### src/rtl/mem_pkg.sv
// Shared memory-subsystem definitions: default widths and the write-back state encoding.
// Used by the operand reader, the write-back engine and the RAM.
package mem_pkg;

    localparam int unsigned DATA_WIDTH = 32;
    localparam int unsigned ADDR_WIDTH = 8;

    typedef enum logic [1:0] {
        StIdle  = 2'd0,
        StWrite = 2'd1,
        StDone  = 2'd2
    } wb_state_e;

endpackage

### src/rtl/mem_wb_counter.sv
// Address, remaining-word and written-word counters for the write-back engine.
// Clear has priority over load, load over step.
module mem_wb_counter #(
    parameter int unsigned AddrWidth = mem_pkg::ADDR_WIDTH
) (
    input  logic                 i_clk,
    input  logic                 i_clear,
    input  logic                 i_load,
    input  logic                 i_step,
    input  logic [AddrWidth-1:0] i_base,
    input  logic [AddrWidth-1:0] i_length,
    output logic [AddrWidth-1:0] o_addr,
    output logic [AddrWidth-1:0] o_count,
    output logic                 o_last
);

    logic [AddrWidth-1:0] r_addr;
    logic [AddrWidth-1:0] r_remaining;
    logic [AddrWidth-1:0] r_count;

    always_ff @(posedge i_clk) begin
        if (i_clear) begin
            r_addr      <= '0;
            r_remaining <= '0;
            r_count     <= '0;
        end else if (i_load) begin
            r_addr      <= i_base;
            r_remaining <= i_length;
            r_count     <= '0;
        end else if (i_step) begin
            // Address wraps naturally modulo 2^AddrWidth.
            r_addr      <= r_addr + AddrWidth'(1);
            r_remaining <= r_remaining - AddrWidth'(1);
            r_count     <= r_count + AddrWidth'(1);
        end
    end

    assign o_addr  = r_addr;
    assign o_count = r_count;
    assign o_last  = (r_remaining == AddrWidth'(1));

endmodule

### src/rtl/mem_wb_ctrl.sv
// Write-back engine: streams result words over valid/ready into consecutive RAM locations.
// RAM access is only taken while the arbiter grants it, so no collision with the reader.
module mem_wb_ctrl #(
    parameter int unsigned DATA_WIDTH = mem_pkg::DATA_WIDTH,
    parameter int unsigned ADDR_WIDTH = mem_pkg::ADDR_WIDTH
) (
    input  logic                  mc_clk,
    input  logic                  mc_reset,
    input  logic                  wb_start,
    input  logic [ADDR_WIDTH-1:0] wb_base_addr,
    input  logic [ADDR_WIDTH-1:0] wb_length,
    input  logic [DATA_WIDTH-1:0] wb_data_in,
    input  logic                  wb_valid,
    output logic                  wb_ready,
    input  logic                  wb_grant,
    output logic [ADDR_WIDTH-1:0] mem_address,
    output logic [DATA_WIDTH-1:0] mem_data_out,
    output logic                  mem_we,
    output logic                  wb_busy,
    output logic                  wb_done,
    output logic [ADDR_WIDTH-1:0] wb_count
);

    import mem_pkg::*;

    wb_state_e             r_state;
    wb_state_e             w_state_next;
    logic                  w_load;
    logic                  w_step;
    logic                  w_last;
    logic [ADDR_WIDTH-1:0] w_addr;
    logic [ADDR_WIDTH-1:0] w_count;

    always_ff @(posedge mc_clk) begin
        if (!mc_reset) begin
            r_state <= StIdle;
        end else begin
            r_state <= w_state_next;
        end
    end

    always_comb begin
        w_state_next = r_state;
        w_load       = 1'b0;
        wb_ready     = 1'b0;
        unique case (r_state)
            StIdle: begin
                if (wb_start) begin
                    w_load       = 1'b1;
                    w_state_next = (wb_length != '0) ? StWrite : StDone;
                end
            end
            StWrite: begin
                // Gating by reset keeps the RAM untouched during a reset cycle.
                wb_ready = wb_grant & mc_reset;
                if (wb_valid && wb_ready && w_last) begin
                    w_state_next = StDone;
                end
            end
            StDone: begin
                w_state_next = StIdle;
            end
            default: begin
                w_state_next = StIdle;
            end
        endcase
    end

    assign w_step = wb_valid & wb_ready;

    mem_wb_counter #(
        .AddrWidth (ADDR_WIDTH)
    ) u_counter (
        .i_clk    (mc_clk),
        .i_clear  (~mc_reset),
        .i_load   (w_load),
        .i_step   (w_step),
        .i_base   (wb_base_addr),
        .i_length (wb_length),
        .o_addr   (w_addr),
        .o_count  (w_count),
        .o_last   (w_last)
    );

    assign mem_we       = w_step;
    assign mem_address  = w_addr;
    assign mem_data_out = wb_data_in;
    assign wb_busy      = (r_state != StIdle);
    assign wb_done      = (r_state == StDone);
    assign wb_count     = w_count;

endmodule

### config.mk
export PLATFORM = sky130hd
export DESIGN_NAME = mem_wb_ctrl
export DESIGN_NICKNAME = d
export VERILOG_FILES = /design/src/rtl/mem_pkg.sv /design/src/rtl/mem_wb_counter.sv /design/src/rtl/mem_wb_ctrl.sv
export SDC_FILE = /design/constraint.sdc
export NUM_CORES = 1
export LEC_CHECK = 0
export ABC_CLOCK_PERIOD_IN_PS = 1680
export CAP_MARGIN = 30
export CORE_MARGIN = 2
export CORE_UTILIZATION = 45
export CTS_CLUSTER_SIZE = 12
export DETAILED_ROUTE_END_ITERATION = 10
export DONT_BUFFER_PORTS = 1
export HOLD_SLACK_MARGIN = 0.06
export MAX_ROUTING_LAYER = met4
export PLACE_DENSITY = 0.61
export SLEW_MARGIN = 10
export SYNTH_ARGS = -nofsm -noshare
export SYNTH_HDL_FRONTEND = slang
export SYNTH_SLANG_ARGS = --single-unit
### constraint.sdc
create_clock -name mc_clk -period 1.68 [get_ports mc_clk]
set_input_delay 0.168 -clock mc_clk [delete_from_list [all_inputs] [get_ports mc_clk]]
set_output_delay 0.168 -clock mc_clk [all_outputs]
set_load 0.01 [all_outputs]
Word-level counts from Yosys, hierarchy flattened
Index checks and enable logic that the tools add are counted.
{ "word_totals": {"regBits": 26, "input_bits": 53, "output_inout_bits": 52, "wordCells": 34} }
{ "op_classes": {"add_sub_neg": 3, "eq_ne": 5, "muxes": 11, "n_bitwise": 3, "reduce_logical": 8} }
{ "ops": {"columns": ["cell", "count"], "rows": [
  ["$mux W8", 4],
  ["$add A8 B1 Y8 const B", 2],
  ["$eq A8 B1 Y1 const B", 1],
  ["$reduce_bool A8 Y1", 1],
  ["$sub A8 B1 Y8 const B", 1],
  ["$mux W2", 3],
  ["$ne A2 B2 Y1 const B", 2],
  ["$pmux W2 S2", 1],
  ["$reduce_bool A2 Y1", 2],
  ["$mux W1", 3],
  ["$and A1 B1 Y1", 2],
  ["$eq A2 B1 Y1 const B", 1],
  ["$eq A2 B2 Y1 const B", 1],
  ["$logic_and A1 B1 Y1", 2],
  ["$logic_not A2 Y1", 1],
  ["$reduce_and A2 Y1", 1],
  ["$reduce_or A2 Y1", 1],
  ["$not A1 Y1", 1]
]} }

Longest topological paths before layout
Gate-level depths: netlist of run 1.
{ "depth": {"word_depth": 5, "ltp_mapped": 7, "depth_no_buf": 6} }

Hierarchy
A second synthesis of run 1 with hierarchy kept.
{ "unflattened": {"cells_unflattened": 198, "hier_area_um2": 1622.8} }
{ "by_module_without_submodules": {"columns": ["mod", "n_inst", "cells_per_inst", "area_per_inst_um2", "seq_area_each_um2"], "rows": [
  ["mem_wb_counter", 1, 147, 1241.2, 480.5],
  ["mem_wb_ctrl", 1, 51, 381.6, 40.0]
]} }

Least setup slack after synthesis of run 1
No wires, ideal clock.
{ "synth_path": {"kind": "register to register", "from": "register u_counter.r_addr[0] (netlist: u_counter.o_addr[0])", "to": "register u_counter.r_addr[6] (netlist: u_counter.o_addr[6])", "setup_ns": 0.076, "t_arrival_ns": 1.462, "t_required_ns": 1.604, "path_slack_ns": 0.142, "path_stages_with_launch": 6, "n_path_buf": 0, "synth_period_minus_slack_ns": 1.538, "cell_sequence": "dfxtp_1 ha_1 nand3_1 nor4_1 mux2_2 a21boi_0"} }
{ "synth_via": {"elab_chain_cells": 3} }
{ "synth_rtl": {"columns": ["element", "line_no", "rtl"], "rows": [
  ["start: declaration", "mem_wb_counter.sv:17", "logic [AddrWidth-1:0] r_addr;"],
  ["start signal: assignment", "mem_wb_counter.sv:27", "r_addr <= i_base;"],
  ["start signal: assignment", "mem_wb_counter.sv:32", "r_addr <= r_addr + AddrWidth'(1);"],
  ["$add A8 B1 Y8", "mem_wb_counter.sv:32", null],
  ["$mux W8", "mem_wb_counter.sv:30", "end else if (i_step) begin"],
  ["$mux W8", "mem_wb_counter.sv:26", "end else if (i_load) begin"]
]} }
Every way passes these cells. The select of a mux whose other input is x is not followed.
A chain may end at the register's enable or synchronous reset.

Worst setup path after layout of run 1
{ "layout_path": {"from": "register u_counter.r_remaining[2]", "to": "register u_counter.r_remaining[6]"} }
{ "layout_via": {"elab_chain_cells": 3} }
{ "layout_rtl": {"columns": ["element", "line_no", "rtl"], "rows": [
  ["start: declaration", "mem_wb_counter.sv:18", "logic [AddrWidth-1:0] r_remaining;"],
  ["start signal: assignment", "mem_wb_counter.sv:28", "r_remaining <= i_length;"],
  ["start signal: assignment", "mem_wb_counter.sv:33", "r_remaining <= r_remaining - AddrWidth'(1);"],
  ["$sub A8 B1 Y8", "mem_wb_counter.sv:33", null],
  ["$mux W8", "mem_wb_counter.sv:30", null],
  ["$mux W8", "mem_wb_counter.sv:26", null]
]} }
Every way passes these cells. The select of a mux whose other input is x is not followed.

==> results of run 1 <==
## sequential cells by signal, indices dropped and copies added, names as in the netlist
register,count
u_counter.r_remaining,8
r_state,2
u_counter.o_count,8
u_counter.o_addr,8
## through the flow
stage | setup slack, ns | area, um2
finish | 0.1033 | 1732
global route | 0.02231 | 1732
CTS | 0.06259 | 1724
detailed placement | 0.02207 | 1538
global placement | 0.08733 | 1538
floorplan | 0.1421 | 1644
## final cells by class
cell class	count	area share (%)
Tap cell	46	3.324
Inverter	6	1.517
Timing Repair Buffer	31	15.61
Clock buffer	3	1.301
Multi-Input combinational cell	130	48.12
Sequential cell	26	30.13
## per-layer routing
metal | vias up | share of wire (%)
li1 | 677 | -
met1 | 644 | 41
met2 | 69 | 47
met3 | 28 | 9.0
met4 | 0 | 3.2
met5 | - | 0
## cell usage in the layout (no fill, tap or decap), types with 2 or more instances in the layout
cell                            synthesis  final
sky130_fd_sc_hd__nand2_1               26     26
sky130_fd_sc_hd__dfxtp_1               26     25
sky130_fd_sc_hd__buf_4                 32     16
sky130_fd_sc_hd__dlygate4sd3_1          0     15
sky130_fd_sc_hd__a21oi_1               12     12
sky130_fd_sc_hd__nor2_1                 9      9
sky130_fd_sc_hd__o21ai_0                9      9
sky130_fd_sc_hd__nand3_1                7      7
sky130_fd_sc_hd__xnor2_1                6      6
sky130_fd_sc_hd__inv_1                  6      5
sky130_fd_sc_hd__a21boi_0               5      5
sky130_fd_sc_hd__a32oi_1                4      4
sky130_fd_sc_hd__nor3_1                 4      4
sky130_fd_sc_hd__ha_1                   4      4
sky130_fd_sc_hd__a31oi_1                3      3
sky130_fd_sc_hd__or4_1                  3      3
sky130_fd_sc_hd__nor4_1                 4      3
sky130_fd_sc_hd__clkbuf_4               0      3
sky130_fd_sc_hd__and3_1                 2      2
sky130_fd_sc_hd__o311ai_0               3      2
sky130_fd_sc_hd__or3_1                  2      2
sky130_fd_sc_hd__o21a_1                 2      2
sky130_fd_sc_hd__o31ai_1                2      2
sky130_fd_sc_hd__o2bb2ai_1              2      2
## power by group
part	internal (mW)	switching, mW	total [mW]	leakage [nW]
registers	0.654	0.0420	0.696	0.213
clock network	0.0843	0.191	0.275	0.0138
logic	0.134	0.156	0.290	0.389
## how the worst min path moves through the flow
stage          depth (start not counted)                                    end  slack (ns)
6_report                               3  u_counter.r_remaining[1]$_SDFFE_PN0P_        0.07
5_1_grt                                2  u_counter.r_remaining[5]$_SDFFE_PN0P_        0.09
4_1_cts                                3  u_counter.r_remaining[1]$_SDFFE_PN0P_        0.07
3_5_place_dp                           1  u_counter.r_remaining[1]$_SDFFE_PN0P_        0.29
3_3_place_gp                           1  u_counter.r_remaining[1]$_SDFFE_PN0P_        0.29
2_1_floorplan                          2       u_counter.o_addr[6]$_SDFFE_PN0P_        0.31
## worst max-delay path: stages (launching register included)
cell and delay [ns]:
sky130_fd_sc_hd__dfxtp_1 0.38, sky130_fd_sc_hd__or4_4 0.58, sky130_fd_sc_hd__o311ai_0 0.38, sky130_fd_sc_hd__a21oi_1 0.12
## kinds of logic after synthesis
kind of cell / count (synthesis) / share of synthesized area, %
compound gates: 48 / 19.64
xor+xnor: 7 / 3.729
fa+ha+maj: 4 / 3.044
buf+inv: 46 / 18.49
flops: 26 / 31.66
mux: 1 / 0.6849
simple gates: 70 / 22.76
## what timing repair did
action                     CTS  global route
hold endpoints to repair    18             0
hold buffers                15             0
setup buffers                1             0
setup endpoints to repair    2             4
pin swaps                    0             1
resized for setup            2             3
==> flow_metrics.py, run 1 <==
metrics = {
    "floorplanning": {
        "floorplan.rows": 21,
        "fp.dieW_um": 64.45,
        "floorplan.initialDensity_pct": 48.13,
        "die_y_um": 64.45,
        "die-area_um2": 4153,
        "io_pins": 105,
        "coreArea_um2": 3416,
    },
    "layout": {
        "n_antenna_cell": 0,
        "fraction_of_layout_cells_with_a_size_suffix_above_1_pct": 16.33,
        "fin_cells": 242,
        "postLayoutCoreUtil_pct": 50.70,
        "multi_input_comb_area_um2": 833.3,
        "fillers": 338,
        "finalNetCount": 255,
        "layout.area.seq_um2": 521.8,
        "synthToLayoutAreaGrowth_pct": 5.327,
    },
    "synthesis": {
        "yosys-top-cells-count": "sky130_fd_sc_hd__buf_4 (32), sky130_fd_sc_hd__dfxtp_1 (26), sky130_fd_sc_hd__nand2_1 (26)",
        "syn-mean-instance-area_um2": 8.139,
        "ys_ff_latch": 26,
        "synth_most_common_cell": "sky130_fd_sc_hd__buf_4",
        "yosys_warnings": 0,
        "async_reset_ff_share_pct": 0,
        "synth-edff-count": 0,
        "synth.area.top_cells": "sky130_fd_sc_hd__dfxtp_1 (32%), sky130_fd_sc_hd__buf_4 (15%), sky130_fd_sc_hd__nand2_1 (5.9%)",
        "ys_dominant_reg_cell": "sky130_fd_sc_hd__dfxtp_1",
        "synth.yosys.seq_area_share_pct": 31.66,
        "synth.cell_area_um2": 1644,
        "synthesis.instances": 202,
        "yosys.area.top_type": "sky130_fd_sc_hd__dfxtp_1",
        "synth.top_cell.area_share_pct": 31.66,
        "syn_nets": 259,
        "ys_types": 46,
    },
    "sta": {
        "min_period_ns": 1.577,
        "maxSlewViolCount": 0,
        "worst_clock_skew_ns": 0.006419,
        "fin_tns_setup_ns": 0,
        "hold_viol_final": 0,
        "setup-violations-final": 0,
        "min_period_over_period_pct": 93.85,
        "hold_ws_ns": 0.06911,
        "maxClockFrequency_ghz": 0.6342,
        "timing_worst_slew_pin_value_ns": 0.5409,
        "setup_repair_after_global_routing_missed_its_margin": "false",
        "relative_slew_slack_pct": 63.82,
    },
    "global_route": {
        "global_route_wire_length_before_repair_um": 6630,
        "met1_grt_util_pct": 23.13,
        "grt_overflow": 0,
        "antenna_found_initial": 0,
        "grt_max_degree": 17,
        "first_global_vias": 1460,
        "top_usage_layer": "met2",
        "grt_usage_pct": 20.79,
        "global_route.usage.met3_pct": 4.688,
        "met2_usage_pct": 35.03,
    },
    "drt": {
        "detail_route.first_pass.iterations": 4,
        "routedWlPerCell_um": 17.36,
        "finalWirelength_um": 4201,
        "vias": 1418,
        "first_iter_violations": 64,
        "drt-vias-per-instance": 5.860,
        "drcViolationCount": 0,
        "route.antenna.remaining_nets": 0,
    },
    "worst_setup_path": {
        "setup.worst_path.end_class": "flop",
        "ff2ff_path_depth": 3,
        "start_of_the_worst_register_to_register_path": "u_counter.r_remaining[2]$_SDFFE_PN0P_",
        "worst-path-max-fanout": 6,
        "crit_type": "flop to flop",
        "crit-reg2reg-capture": "u_counter.r_remaining[6]$_SDFFE_PN0P_",
        "worst_ep_required_time_ns": 1.90,
        "critical_path_destination": "u_counter.r_remaining[6]$_SDFFE_PN0P_",
        "flop2flop_setup_slack_ns": 0.10,
        "worst-endpoint-arrival_ns": 1.80,
        "worstSetupStartpointType": "flop",
        "startpoint": "u_counter.r_remaining[2]$_SDFFE_PN0P_",
    },
    "clock_network": {
        "cts_max_level": 1,
        "cts_inserted_buffers": 3,
        "cts_tree": "done",
        "cts-root-to-sink-buffers": 2,
        "clk_pin_slew_ns": 0.14,
        "clk-insertion-delay-late_ns": 0.33,
        "clkSinkCount": 26,
        "cts_root_buffer": "sky130_fd_sc_hd__clkbuf_4",
    },
    "flow_run": {
        "total_of_max_cap_violations": 0,
    },
    "worst_hold_path": {
        "worst_hold_startpoint": "wb_length[1]",
        "holdCritPathClass": "input port to flop",
    },
    "placed_design": {
        "dpl.hpwl_um": 3066,
        "placed_cells": 223,
        "replace_congestion": 0.9757,
        "port_buffers": 0,
    },
    "power": {
        "pd_cells_nw_per_um2": 728.2,
        "leakage_nw": 0.6154,
        "peakVddDrop_mv": 0.2995,
        "total_power_mw": 1.261,
    },
    "run_status": {
        "outcome": "finished, final reports clean",
    },
}
(Power assumes the default switching activity.)
==> run 2: changes to the inputs <==
--- a/config.mk
+++ b/config.mk
@@ -15,6 +15,7 @@
 export HOLD_SLACK_MARGIN = 0.06
 export MAX_ROUTING_LAYER = met4
 export PLACE_DENSITY = 0.61
+export SETUP_SLACK_MARGIN = 0.4
 export SLEW_MARGIN = 10
 export SYNTH_ARGS = -nofsm -noshare
 export SYNTH_HDL_FRONTEND = slang
==> flow_metrics.py, run 2 (synthesis gave the netlist of run 1 again) <==
metrics = {
    "global_route": {
        "grt_overflow": 0,
        "grt_max_degree": 18,
        "first_global_vias": 1578,
        "grt_usage_pct": 23.50,
        "antenna_found_initial": 0,
        "global_route_wire_length_before_repair_um": 7493,
    },
    "floorplanning": {
        "floorplan.initialDensity_pct": 48.13,
        "die-area_um2": 4153,
        "floorplan.rows": 21,
        "coreArea_um2": 3416,
        "io_pins": 105,
        "die_y_um": 64.45,
        "fp.dieW_um": 64.45,
    },
    "drt": {
        "route.antenna.remaining_nets": 0,
        "finalWirelength_um": 4876,
        "vias": 1535,
        "routedWlPerCell_um": 19.20,
        "drt-vias-per-instance": 6.043,
        "first_iter_violations": 60,
        "drcViolationCount": 0,
        "detail_route.first_pass.iterations": 4,
    },
    "layout": {
        "fraction_of_layout_cells_with_a_size_suffix_above_1_pct": 44.71,
        "finalNetCount": 267,
        "synthToLayoutAreaGrowth_pct": 32.72,
        "final_area_um2": 2182,
        "postLayoutCoreUtil_pct": 63.88,
        "mostFrequentLayoutCells": "sky130_fd_sc_hd__nand2_1 (20), sky130_fd_sc_hd__dlygate4sd3_1 (16), sky130_fd_sc_hd__buf_4 (14)",
        "mostFrequentLayoutCell": "sky130_fd_sc_hd__nand2_1",
        "n_antenna_cell": 0,
        "fillers": 278,
        "fin_cells": 254,
    },
    "power": {
        "total_power_mw": 1.432,
        "pd_cells_nw_per_um2": 656.2,
        "peakVddDrop_mv": 0.3401,
        "leakage_nw": 0.7590,
    },
    "sta": {
        "maxSlewViolCount": 0,
        "relative_slew_slack_pct": 44.43,
        "min_period_ns": 1.597,
        "min_period_over_period_pct": 95.07,
        "hold_viol_final": 0,
        "setup_repair_after_global_routing_missed_its_margin": "true",
        "worst_clock_skew_ns": 0.004654,
        "fin_tns_setup_ns": 0,
        "setup-violations-final": 0,
        "timing_worst_slew_pin_value_ns": 0.8308,
        "hold_ws_ns": 0.07904,
        "setup_slack_ns": 0.08287,
        "maxClockFrequency_ghz": 0.6261,
    },
    "worst_setup_path": {
        "crit_path_max_cell_delay_ns": 0.58,
        "critPathBufInv": 0,
        "worstSetupStartpointType": "flop",
        "worst_path_most_repeated_cell": "sky130_fd_sc_hd__or4_4",
        "crit-reg2reg-capture": "u_counter.r_remaining[5]$_SDFFE_PN0P_",
        "setup.worst_path.end_class": "flop",
        "ff2ff_path_depth": 3,
        "worst_ep_required_time_ns": 1.94,
        "cpLargestDelayFamily": "simple AND/OR/NAND/NOR gates",
        "worst-path-max-fanout": 4,
        "start_of_the_worst_register_to_register_path": "u_counter.r_remaining[5]$_SDFFE_PN0P_",
        "worst-endpoint-arrival_ns": 1.86,
        "standard_cell_with_the_maximum_stage_delay_on_the_critical_path": "sky130_fd_sc_hd__or4_4",
        "crit_chain": "or4_4 > or4_4 > a31oi_1",
        "flop2flop_setup_slack_ns": 0.08,
        "crit_type": "flop to flop",
    },
    "placed_design": {
        "detailed_place.area_um2": 1534,
        "dpl.hpwl_um": 2983,
        "placed_cells": 216,
        "port_buffers": 0,
        "replace_congestion": 0.8156,
        "place_ws_ns": 0.09517,
    },
    "worst_hold_path": {
        "timing.hold.worst_path_depth": 2,
        "holdCritPathClass": "input port to flop",
        "hold-path-endpoint": "u_counter.r_remaining[7]$_SDFFE_PN0P_",
        "worst_hold_startpoint": "mc_reset",
    },
    "flow_run": {
        "total_of_max_cap_violations": 0,
    },
    "run_status": {
        "outcome": "finished, final reports clean",
    },
    "clock_network": {
        "clk-insertion-delay-late_ns": 0.33,
        "clk_pin_slew_ns": 0.14,
        "cts_tree": "done",
        "clkSinkCount": 26,
        "cts-root-to-sink-buffers": 2,
        "cts_inserted_buffers": 3,
        "cts_root_buffer": "sky130_fd_sc_hd__clkbuf_4",
        "cts_max_level": 1,
    },
}
[run 2: per-layer routing]
metal / part of all wire (%) / global-route usage [%] / up-vias
met5: 0 / - / -
met4: 4.8 / 16.76 / 0
met3: 8.8 / 5.382 / 32
met2: 49 / 39.06 / 74
met1: 37 / 24.59 / 720
li1: - / - / 709
[run 2: what timing repair did]
item                                    4_1_cts  5_1_grt
buffers inserted                             12        6
pin swaps                                    21       16
endpoints found under the setup margin       27       29
gates resized for setup                      53       29
gates cloned                                  1        0
hold buffers                                 16        0
endpoints found under the hold margin        26        0
[run 2: worst register-to-register path, cell delays in order (launching register included)]
cell,delay [ns]
sky130_fd_sc_hd__dfxtp_1,0.35
sky130_fd_sc_hd__or4_4,0.59
sky130_fd_sc_hd__or4_4,0.44
sky130_fd_sc_hd__a31oi_1,0.16
[run 2: power breakdown]
group / switching (mW) / internal [mW]
Clock: 0.194 / 0.0845
Sequential: 0.0658 / 0.654
Combinational: 0.213 / 0.220
[run 2: final cells by class]
class	instances	area (um2)	share of cell area, %
Multi-Input combinational cell	130	1102	50.52
Tap cell	46	57.56	2.638
Inverter	6	26.28	1.204
Timing Repair Buffer	42	409.1	18.75
Clock buffer	3	22.52	1.032
Timing Repair inverter	1	7.507	0.3440
Sequential cell	26	556.8	25.52
[run 2: worst max-delay path by stage]
| stage | startpoint | to | slack (ns) | depth (start not counted) |
|---|---|---|---|---|
| 2_1_floorplan | u_counter.r_remaining[3]$_SDFFE_PN0P_ | u_counter.r_remaining[5]$_SDFFE_PN0P_ | 0.26 | 3 |
| 3_3_place_gp | r_state[1]$_SDFFE_PN0P_ | u_counter.r_remaining[4]$_SDFFE_PN0P_ | 0.16 | 5 |
| 3_5_place_dp | r_state[1]$_SDFFE_PN0P_ | u_counter.r_remaining[4]$_SDFFE_PN0P_ | 0.1 | 5 |
| 4_1_cts | u_counter.r_remaining[5]$_SDFFE_PN0P_ | u_counter.r_remaining[5]$_SDFFE_PN0P_ | 0.14 | 3 |
| 5_1_grt | u_counter.r_remaining[5]$_SDFFE_PN0P_ | u_counter.r_remaining[5]$_SDFFE_PN0P_ | 0.05 | 3 |
| 6_report | u_counter.r_remaining[5]$_SDFFE_PN0P_ | u_counter.r_remaining[5]$_SDFFE_PN0P_ | 0.08 | 3 |
==> run 3: changes to the inputs <==
--- a/config.mk
+++ b/config.mk
@@ -15,6 +15,7 @@
 export HOLD_SLACK_MARGIN = 0.06
 export MAX_ROUTING_LAYER = met4
 export PLACE_DENSITY = 0.61
+export REMOVE_ABC_BUFFERS = 1
 export SETUP_SLACK_MARGIN = 0.4
 export SLEW_MARGIN = 10
 export SYNTH_ARGS = -nofsm -noshare
==> flow_metrics.py, run 3 (synthesis gave the netlist of run 1 again) <==
metrics = {
    "run_status": {
        "outcome": "finished, final reports clean",
    },
    "layout": {
        "mostFrequentLayoutCell": "sky130_fd_sc_hd__nand2_1",
        "postLayoutCoreUtil_pct": 71.54,
        "mostFrequentLayoutCells": "sky130_fd_sc_hd__nand2_1 (20), sky130_fd_sc_hd__buf_4 (19), sky130_fd_sc_hd__dlygate4sd3_1 (17)",
        "synthToLayoutAreaGrowth_pct": 48.63,
        "finalNetCount": 280,
        "fin_cells": 268,
        "n_antenna_cell": 0,
        "fraction_of_layout_cells_with_a_size_suffix_above_1_pct": 52.25,
    },
    "sta": {
        "maxSlewViolCount": 0,
        "relative_slew_slack_pct": 45.53,
        "setup_slack_ns": 0.1163,
        "setup_repair_after_global_routing_missed_its_margin": "true",
        "timing_worst_slew_pin_value_ns": 0.8143,
        "min_period_over_period_pct": 93.08,
        "worst_clock_skew_ns": 0.004663,
        "min_period_ns": 1.564,
        "hold_viol_final": 0,
        "setup-violations-final": 0,
        "maxClockFrequency_ghz": 0.6395,
    },
    "drt": {
        "top_signal_layer_used": "met4",
        "met2RoutedLength_um": 3001,
        "dr_wl_met3_um": 889,
        "route.antenna.remaining_nets": 0,
        "finalWirelength_um": 6467,
        "drt-vias-per-instance": 6.317,
        "vias": 1693,
        "detail_route.first_pass.iterations": 4,
        "drcViolationCount": 0,
        "wl_met1_um": 2531,
        "routedWlPerCell_um": 24.13,
        "first_iter_violations": 109,
    },
    "worst_setup_path": {
        "ff2ff_path_depth": 4,
        "setup.worst_path.end_class": "flop",
        "worstSetupStartpointType": "flop",
        "critical_path_destination": "r_state[1]$_SDFFE_PN0P_",
        "startpoint": "u_counter.r_remaining[2]$_SDFFE_PN0P_",
        "worst_ep_required_time_ns": 1.93,
        "crit-reg2reg-capture": "r_state[1]$_SDFFE_PN0P_",
        "worst-path-max-fanout": 3,
        "start_of_the_worst_register_to_register_path": "u_counter.r_remaining[2]$_SDFFE_PN0P_",
        "crit_type": "flop to flop",
        "worst-endpoint-arrival_ns": 1.82,
        "flop2flop_setup_slack_ns": 0.12,
    },
    "power": {
        "total_power_mw": 1.686,
        "leakage_nw": 0.8599,
        "pd_cells_nw_per_um2": 689.8,
        "peakVddDrop_mv": 0.3575,
    },
    "placed_design": {
        "port_buffers": 0,
        "placed_cells": 224,
        "replace_congestion": 0.8369,
        "dpl.hpwl_um": 3893,
        "place_ws_ns": 0.09462,
    },
    "floorplanning": {
        "floorplan.initialDensity_pct": 48.13,
        "floorplan.rows": 21,
        "die-area_um2": 4153,
        "io_pins": 105,
        "coreArea_um2": 3416,
        "fp.dieW_um": 64.45,
        "die_y_um": 64.45,
    },
    "global_route": {
        "first_global_vias": 1646,
        "global_route_wire_length_before_repair_um": 9356,
        "antenna_found_initial": 0,
        "grt_usage_pct": 31.44,
        "grt_overflow": 0,
        "grt_max_degree": 18,
    },
    "clock_network": {
        "clk-insertion-delay-late_ns": 0.34,
        "cts-root-to-sink-buffers": 2,
        "cts_inserted_buffers": 3,
        "clk_pin_slew_ns": 0.15,
        "clkSinkCount": 26,
        "cts_max_level": 1,
        "cts_tree": "done",
        "cts_root_buffer": "sky130_fd_sc_hd__clkbuf_4",
    },
    "worst_hold_path": {
        "holdCritPathClass": "input port to flop",
    },
    "flow_run": {
        "total_of_max_cap_violations": 0,
    },
}
## run 3: critical path: stages, from the launching register on
cell and delay [ns]:
sky130_fd_sc_hd__dfxtp_4 0.38, sky130_fd_sc_hd__or4_4 0.56, sky130_fd_sc_hd__nor3_4 0.17, sky130_fd_sc_hd__a31oi_2 0.14, sky130_fd_sc_hd__nor4_2 0.23
## run 3: area by class of cell
type / instances / area, um2
timing repair buffer: 56 / 575.6
sequential: 26 / 561.8
inverter: 6 / 26.28
clock inverter: 1 / 30.03
clock buffer: 3 / 22.52
tap: 46 / 57.56
multi-input combinational: 130 / 1170
fill: 243 / 972.2
## run 3: worst min path at each step
stage	start	endpoint	slack [ns]	cells after the start
2_1_floorplan	mc_reset	u_counter.o_addr[3]$_SDFFE_PN0P_	0.28	1
3_3_place_gp	mc_reset	u_counter.r_remaining[1]$_SDFFE_PN0P_	0.29	1
3_5_place_dp	mc_reset	u_counter.o_addr[4]$_SDFFE_PN0P_	0.29	1
4_1_cts	mc_reset	u_counter.r_remaining[5]$_SDFFE_PN0P_	0.06	2
5_1_grt	mc_reset	u_counter.r_remaining[7]$_SDFFE_PN0P_	0.08	2
6_report	mc_reset	u_counter.r_remaining[5]$_SDFFE_PN0P_	0.08	2
## run 3: per-layer routing
metal	global-route usage (%)	vias to the layer above
met1	37.39	843
met3	19.62	7
met2	45.96	107
met4	5.319	0
li1	-	736
met5	-	-
## run 3: per-stage QoR
| stage | cell area (um2) | hold WS [ns] | setup TNS [ns] |
|---|---|---|---|
| 6_report | 2444 | 0.07725 | 0 |
| 5_1_grt | 2444 | 0.08071 | 0 |
| 4_1_cts | 2165 | 0.06204 | 0 |
| 3_5_place_dp | 1545 | 0.2920 | 0 |
| 3_3_place_gp | 1545 | 0.2893 | 0 |
| 2_1_floorplan | 1363 | 0.2849 | -1.204 |
## run 3: power by group
| group | switching, mW | total (mW) | internal, mW |
|---|---|---|---|
| sequential | 0.0533 | 0.705 | 0.652 |
| combinational | 0.261 | 0.527 | 0.266 |
| clock | 0.213 | 0.454 | 0.242 |
| total | 0.527 | 1.69 | 1.16 |
## run 3: timing repair
action,CTS,global route
gates resized for setup,82,45
endpoints found under the setup margin,29,30
cloned,2,1
pin swaps,19,25
endpoints found under the hold margin,26,0
hold buffers,17,0
setup buffers,14,6
